==> src/rtl/addsub_seq_acc.sv <==
// addsub_seq_acc: chunked ripple add/sub with accumulator, flags and optional saturation.
module addsub_seq_acc #(
  parameter int WIDTH = 8,
  parameter int CHUNK = 4,
  parameter int SAT   = 0
) (
  input  logic             clk,
  input  logic             rst_n,
  input  logic             in_valid,
  output logic             in_ready,
  input  logic [2:0]       op,
  input  logic [WIDTH-1:0] x,
  input  logic [WIDTH-1:0] y,
  output logic             out_valid,
  input  logic             out_ready,
  output logic [WIDTH-1:0] s,
  output logic             c_last,
  output logic             c_out,
  output logic             ovf,
  output logic             sat_hit,
  output logic [WIDTH-1:0] acc
);
  localparam int N  = WIDTH / CHUNK;
  localparam int KW = N > 1 ? $clog2(N) : 1;
  typedef enum logic [1:0] {IDLE, CALC, DONE} state_t;
  state_t state_q, state_d;
  logic [WIDTH-1:0] a_q, a_d, b_q, b_d, s_q, s_d, acc_q, acc_d;
  logic [KW-1:0] k_q, k_d;
  logic carry_q, carry_d, c_last_q, c_last_d, c_out_q, c_out_d, sat_q, sat_d;
  logic clr_q, clr_d, accop_q, accop_d, rdy_q;
  logic [CHUNK:0] sum;
  logic last;
  always_comb begin
    state_d  = state_q;
    a_d      = a_q;
    b_d      = b_q;
    s_d      = s_q;
    acc_d    = acc_q;
    k_d      = k_q;
    carry_d  = carry_q;
    c_last_d = c_last_q;
    c_out_d  = c_out_q;
    sat_d    = sat_q;
    clr_d    = clr_q;
    accop_d  = accop_q;
    last     = k_q == KW'(N - 1);
    sum      = {1'b0, a_q[k_q*CHUNK +: CHUNK]} + {1'b0, b_q[k_q*CHUNK +: CHUNK]} + {{CHUNK{1'b0}}, carry_q};
    unique case (state_q)
      IDLE: if (in_valid && rdy_q) begin
        state_d = CALC;
        k_d     = '0;
        clr_d   = op[2];
        accop_d = op[1];
        a_d     = op[1] ? acc_q : x;
        b_d     = (op[1] ? x : y) ^ {WIDTH{op[0]}};
        carry_d = op[0];
      end
      CALC: if (clr_q) begin
        state_d  = DONE;
        s_d      = '0;
        acc_d    = '0;
        c_last_d = 1'b0;
        c_out_d  = 1'b0;
        sat_d    = 1'b0;
      end else begin
        s_d[k_q*CHUNK +: CHUNK] = sum[CHUNK-1:0];
        carry_d = sum[CHUNK];
        k_d     = k_q + KW'(1);
        if (last) begin
          state_d  = DONE;
          c_out_d  = sum[CHUNK];
          // carry into the MSB recovered from its sum bit and operand bits
          c_last_d = sum[CHUNK-1] ^ a_q[WIDTH-1] ^ b_q[WIDTH-1];
          sat_d    = (SAT != 0) && (c_last_d ^ c_out_d);
          if (sat_d) s_d = a_q[WIDTH-1] ? {1'b1, {(WIDTH-1){1'b0}}} : {1'b0, {(WIDTH-1){1'b1}}};
          if (accop_q) acc_d = s_d;
        end
      end
      DONE: if (out_ready) state_d = IDLE;
      default: state_d = IDLE;
    endcase
  end
  always_ff @(posedge clk) begin
    if (!rst_n) begin
      state_q  <= IDLE;
      rdy_q    <= 1'b0;
      a_q      <= '0;
      b_q      <= '0;
      s_q      <= '0;
      acc_q    <= '0;
      k_q      <= '0;
      carry_q  <= 1'b0;
      c_last_q <= 1'b0;
      c_out_q  <= 1'b0;
      sat_q    <= 1'b0;
      clr_q    <= 1'b0;
      accop_q  <= 1'b0;
    end else begin
      state_q  <= state_d;
      rdy_q    <= state_d == IDLE;
      a_q      <= a_d;
      b_q      <= b_d;
      s_q      <= s_d;
      acc_q    <= acc_d;
      k_q      <= k_d;
      carry_q  <= carry_d;
      c_last_q <= c_last_d;
      c_out_q  <= c_out_d;
      sat_q    <= sat_d;
      clr_q    <= clr_d;
      accop_q  <= accop_d;
    end
  end
  assign in_ready  = rdy_q;
  assign out_valid = state_q == DONE;
  assign s         = s_q;
  assign c_last    = c_last_q;
  assign c_out     = c_out_q;
  assign ovf       = c_last_q ^ c_out_q;
  assign sat_hit   = sat_q;
  assign acc       = acc_q;
endmodule
==> config.mk <==
export PLATFORM = sky130hd
export DESIGN_NAME = addsub_seq_acc
export DESIGN_NICKNAME = d
export VERILOG_FILES = /design/src/rtl/addsub_seq_acc.sv
export SDC_FILE = /design/constraint.sdc
export NUM_CORES = 1
export LEC_CHECK = 0
export ABC_CLOCK_PERIOD_IN_PS = 3800
export BUFFER_PORTS_ARGS = -buffer_cell sky130_fd_sc_hd__clkbuf_2
export CAP_MARGIN = 20
export CORE_MARGIN = 1.5
export CORE_UTILIZATION = 58
export DETAILED_ROUTE_END_ITERATION = 6
export PLACE_DENSITY = 0.84
export SETUP_SLACK_MARGIN = 0.02
export SYNTH_ARGS = -nofsm -noshare
export SYNTH_HDL_FRONTEND = slang
export SYNTH_SLANG_ARGS = --single-unit
==> constraint.sdc <==
create_clock -name clk -period 3.8 [get_ports clk]
set_input_delay 0.38 -clock clk [delete_from_list [all_inputs] [get_ports clk]]
set_output_delay 0.38 -clock clk [all_outputs]
set_load 0.01 [all_outputs]
### After elaboration in Yosys (flattened, before gate mapping)

Cells that the tools add are included.
W data, S select, Z words.

| storage, ports and cells | value |
|---|---|
| bits of input ports | 23 |
| bits in read-only memories | 0 |
| bits in writable memories | 0 |
| output and inout bits | 22 |
| memories kept | 0 |
| bits in registers | 42 |
| latch bits | 0 |
| word-level logic and storage cells | 63 |

| operators by class | value |
|---|---|
| bitwise gates (word level) | 4 |
| shift-type cells | 4 |
| muxes and demuxes | 24 |
| equal/unequal tests | 4 |
| divide/modulo/power cells | 0 |
| $add $sub $neg | 4 |
| multiply operators | 0 |
| reduce and logical (&&, ||, !) cells | 10 |
| magnitude comparators | 0 |

Operators by type and width:

| kind | count |
|---|---|
| $mux W8 | 6 |
| $neg A3 Y34 | 1 |
| $shift A4 B34 Y8 const A | 1 |
| $shiftx A4 B34 Y8 | 1 |
| $shiftx A8 B4 Y4 | 2 |
| $mux W1 | 10 |
| $bwmux W8 | 1 |
| $mux W2 | 4 |
| $xor A8 B8 Y8 | 1 |
| $pmux W2 S3 | 1 |
| $reduce_and A3 Y1 | 2 |
| $reduce_bool A2 Y1 | 3 |
| $add A4 B4 Y5 | 1 |
| $add A5 B1 Y5 | 1 |
| $logic_not A2 Y1 | 2 |
| $ne A2 B2 Y1 const B | 2 |
| $pmux W1 S2 | 2 |
| $reduce_and A2 Y1 | 2 |
| $xor A1 B1 Y1 | 3 |
| $eq A2 B1 Y1 const B | 1 |
| $eq A2 B2 Y1 const B | 1 |
| $add A1 B1 Y1 const B | 1 |
| $logic_and A1 B1 Y1 | 1 |

### Longest topological paths before layout

| logic depth | value |
|---|---|
| depth in word-level cells | 8 |
| depth in mapped cells | 9 |
| gate-level depth less buffers | 7 |

### Worst setup path before layout

Ideal clock, no wire load.

| timing | value |
|---|---|
| path type | register to register |
| from | register k_q |
| to | register acc_q[2], in the netlist acc[2] |
| arrival | 2.494 ns |
| clock period less this slack | 2.570 ns |
| library setup time | 0.076 ns |
| path buffers | 2 |
| setup slack | 1.230 ns |
| stages on the path, launching flop included | 10 |
| required time | 3.724 ns |
| cells stage by stage | dfxtp_1 buf_2 buf_2 mux2_2 fa_1 fa_1 xnor2_1 a211oi_1 nand2_1 a21boi_0 |

| between the ends | value |
|---|---|
| longest elaborated chain between the ends | 8 |
| elaborated cells between the ends (all ways) | 13 |
| those cells by class | 3 x add/sub; 4 x shift; 4 x mux; 2 x reduce/logical |

RTL lines:

| what | line | source |
|---|---|---|
| start, declared | 28 | `logic [KW-1:0] k_q, k_d;` |
| start signal, assigned | 105 | `k_q <= k_d;` |
| $shiftx A8 B4 Y4 | 47 | `sum = {1'b0, a_q[k_q*CHUNK +: CHUNK]} + {1'b0, b_q[k_q*CHUNK +: CHUNK]} + {{CHUNK{1'b0}}, carry_q};` |
| $add A4 B4 Y5 | 47 |  |
| $add A5 B1 Y5 | 47 |  |
| $shiftx A4 B34 Y8 | 66 | `s_d[k_q*CHUNK +: CHUNK] = sum[CHUNK-1:0];` |
| $bwmux W8 | 66 |  |
| $mux W8 | 76 | `if (accop_q) acc_d = s_d;` |
| $mux W8 | 69 | `if (last) begin` |
| $mux W8 | 58 | `CALC: if (clr_q) begin` |
| end signal, assigned | 90 | `acc_q <= '0;` |
| end signal, assigned | 104 | `acc_q <= acc_d;` |
| end, declared | 27 | `logic [WIDTH-1:0] a_q, a_d, b_q, b_d, s_q, s_d, acc_q, acc_d;` |

Parallel ways exist; a longest one is shown, timed or not. The select of a mux whose other input is x is not followed.
A chain may end at the register's enable or synchronous reset.

### Final worst setup path

Same ends and word-level chain as after synthesis.

==> flow_summary.toml <==
[outcome]
outcome = "finished clean"

[cts]
cts_sinks = 41
insertion_delay_ps = 290
clockRootBuffer = "clkbuf_8"
hold_buffers = 0
cts_setup_buffers = 0
path_clk_slew_ps = 70
cts_buffers = 5
clk_path_buf_depth = 2
htree_num_levels = 2
post_cts_resized = 0
cts_tree = "built"

[timing]
slew_violations = 0
finalSetupViolations = 0
finalCritPeriodShare = 0.7703
holdWs_ps = 318.2
worst_slack_ps = 872.9
worstMarginPinSlew_ps = 1012
final_hold_viol_count = 0
grt_setup_unrepaired = "no"
relSlewSlack = 0.3244
setup_tns_ps = 0
max_freq_mhz = 341.6
skew_ps = 7.336
layout_min_cycle_time_ps = 2927

[floorplan]
initial_core_util = 0.5957
core_area_sq_um = 3633
rows = 22
die_y_um = 64.09
ioPinCount = 45
die_w_um = 64.09
die-area_sq_um = 4108

[setup_path]
arrival_ps = 3140
cp_max_fo = 20
crit_type = "reg -> reg"
critPathCaptureType = "flop"
critPathLaunchType = "flop"
worstPathRequired_ps = 4010

[yosys]
yosysTopAreaCellShare = 0.3792
synth_area_sq_um = 2165
synth_edf_count = 0
avgSynthCellArea_sq_um = 8.982
synth_area_leader_cell = "dfxtp_1"
async_reset_ff_frac = 0
ys.flop_type = "dfxtp_1"
ys_ff_latch = 41
ys_top_cells_by_area = "dfxtp_1 38%, nand2_1 8.8%, mux2i_1 8.3%"
synthDistinctLibCells = 42
syn_nets = 269
yosysSeqAreaShare = 0.3792
yosys_warnings = 0
syn_inst = 241

[placement]
pre_cts_ws_ps = 895.6
hpwl_um = 3282
routabilityCongestion = 0.8792
numPortBuffers = 43
placed_cell_area_sq_um = 2356

[power_and_ir_drop]
power_density_nw_per_um2 = 368.6
total_power_w = 0.0008956
leakage_nw = 1.073
peakVddDrop_uv = 247.4

[drt]
via_per_inst = 5.413
wl_per_cell_um = 14.13
drt_iter0_markers = 86
antenna_left = 0
wl_um = 4551
dr.pass1.iters = 4
drc = 0
num_vias = 1743

[finish]
drive_gt1_frac = 0.2299
nets = 303
num_antenna_cells = 0
final_cell_area_sq_um = 2430
fillCellCount = 320
syn2layout_area_growth_pct = 12.25
final_cell_mix = "51 x nand2_1, 43 x clkbuf_2, 41 x dfxtp_1"
final_common_cell = "nand2_1"

[global_routing]
grt_use_total = 0.2391
grt_pass1_vias = 1691
gr-total-overflow = 0
grt_max_degree = 43
grt_pass1_wl_um = 7665
antenna_found_initial = 0

[worst_hold_path]
hold_class = "in -> reg"

[job]
maxCapViolCount = 0
-- metrics by stage --
stage | std cells | utilization
6_report | 322 | 0.6687
5_1_grt | 322 | 0.6687
4_1_cts | 322 | 0.6687
3_5_place_dp | 316 | 0.6484
3_3_place_gp | 316 | 0.6484
2_1_floorplan | 241 | -
-- kinds of logic (layout without fill, tap and decap cells) --
group           after synthesis  in the layout  share of synthesized area
xor+xnor                     11             11                    0.04451
mux                          26             26                     0.1249
other cells                   1              1                   0.001732
compound gates               55             55                     0.1879
flops                        41             41                     0.3792
buf+inv                      19             52                    0.04393
simple gates                 83             83                     0.1821
fa+ha+maj                     5              5                    0.03584
-- flip-flops by register name, indices dropped and copies added, names as in the netlist --
register  count
c_out         1
b_q           8
s             8
k_q           1
acc           8
state_q       2
in_ready      1
accop_q       1
a_q           8
c_last        1
carry_q       1
clr_q         1
-- worst paths after layout --
kind	startpoint	end	slack, ps	cells after the start
max	k_q$_SDFFE_PN0P_	acc[2]$_SDFFE_PN0P_	870	7
min	op[2]	clr_q$_SDFFE_PN0P_	320	3
max reg2reg	k_q$_SDFFE_PN0P_	acc[2]$_SDFFE_PN0P_	870	7
min reg2reg	b_q[3]$_SDFFE_PN0P_	b_q[3]$_SDFFE_PN0P_	470	2
-- cell usage after synthesis (2+ instances only) --
| master | n |
|---|---|
| nand2_1 | 51 |
| dfxtp_1 | 41 |
| a21boi_0 | 22 |
| mux2i_1 | 18 |
| xnor2_1 | 10 |
| mux2_2 | 8 |
| o211a_1 | 8 |
| buf_2 | 7 |
| nor2_1 | 7 |
| nor2b_1 | 7 |
| clkbuf_1 | 6 |
| a21oi_1 | 5 |
| a22oi_1 | 5 |
| o21ai_0 | 5 |
| ha_1 | 3 |
| inv_1 | 3 |
| nor3_1 | 3 |
| a211oi_1 | 2 |
| buf_4 | 2 |
| fa_1 | 2 |
| nand2b_1 | 2 |
| nand3_1 | 2 |
| o21a_1 | 2 |
| o31ai_1 | 2 |
-- layer usage --
metal | wire (um) | vias up | global-route usage
li1 | - | 893 | -
met4 | 85 | 0 | 0.09043
met3 | 162 | 9 | 0.04930
met5 | 0 | - | 0
met2 | 2219 | 36 | 0.4102
met1 | 2085 | 805 | 0.2943
-- power breakdown --
part	switching (W)	internal [W]	leakage, nW	total, W
clock	0.000138	0.000121	0.0399	0.000259
sequential	0.0000226	0.000452	0.333	0.000474
combinational	0.0000868	0.0000759	0.700	0.000163
total	0.000247	0.000648	1.07	0.000896
-- critical path, stage by stage (launching register included) --
cell and delay [ps]:
dfxtp_1 820, mux2_2 440, fa_1 440, fa_1 420, xnor2_1 160, a211oi_1 320
nand2_1 80, a21boi_0 160
-- final cells by class --
class                           count  area (sq um)  share of cell area
Multi-Input combinational cell    181          1249              0.5139
Sequential cell                    41         820.8              0.3378
Timing Repair Buffer               43         215.2             0.08857
Clock buffer                        5         68.82             0.02832
Tap cell                           48         60.06             0.02472
Inverter                            3         11.26            0.004634
Clock inverter                      1         5.005            0.002060
Power figures use the tool's default switching activity.
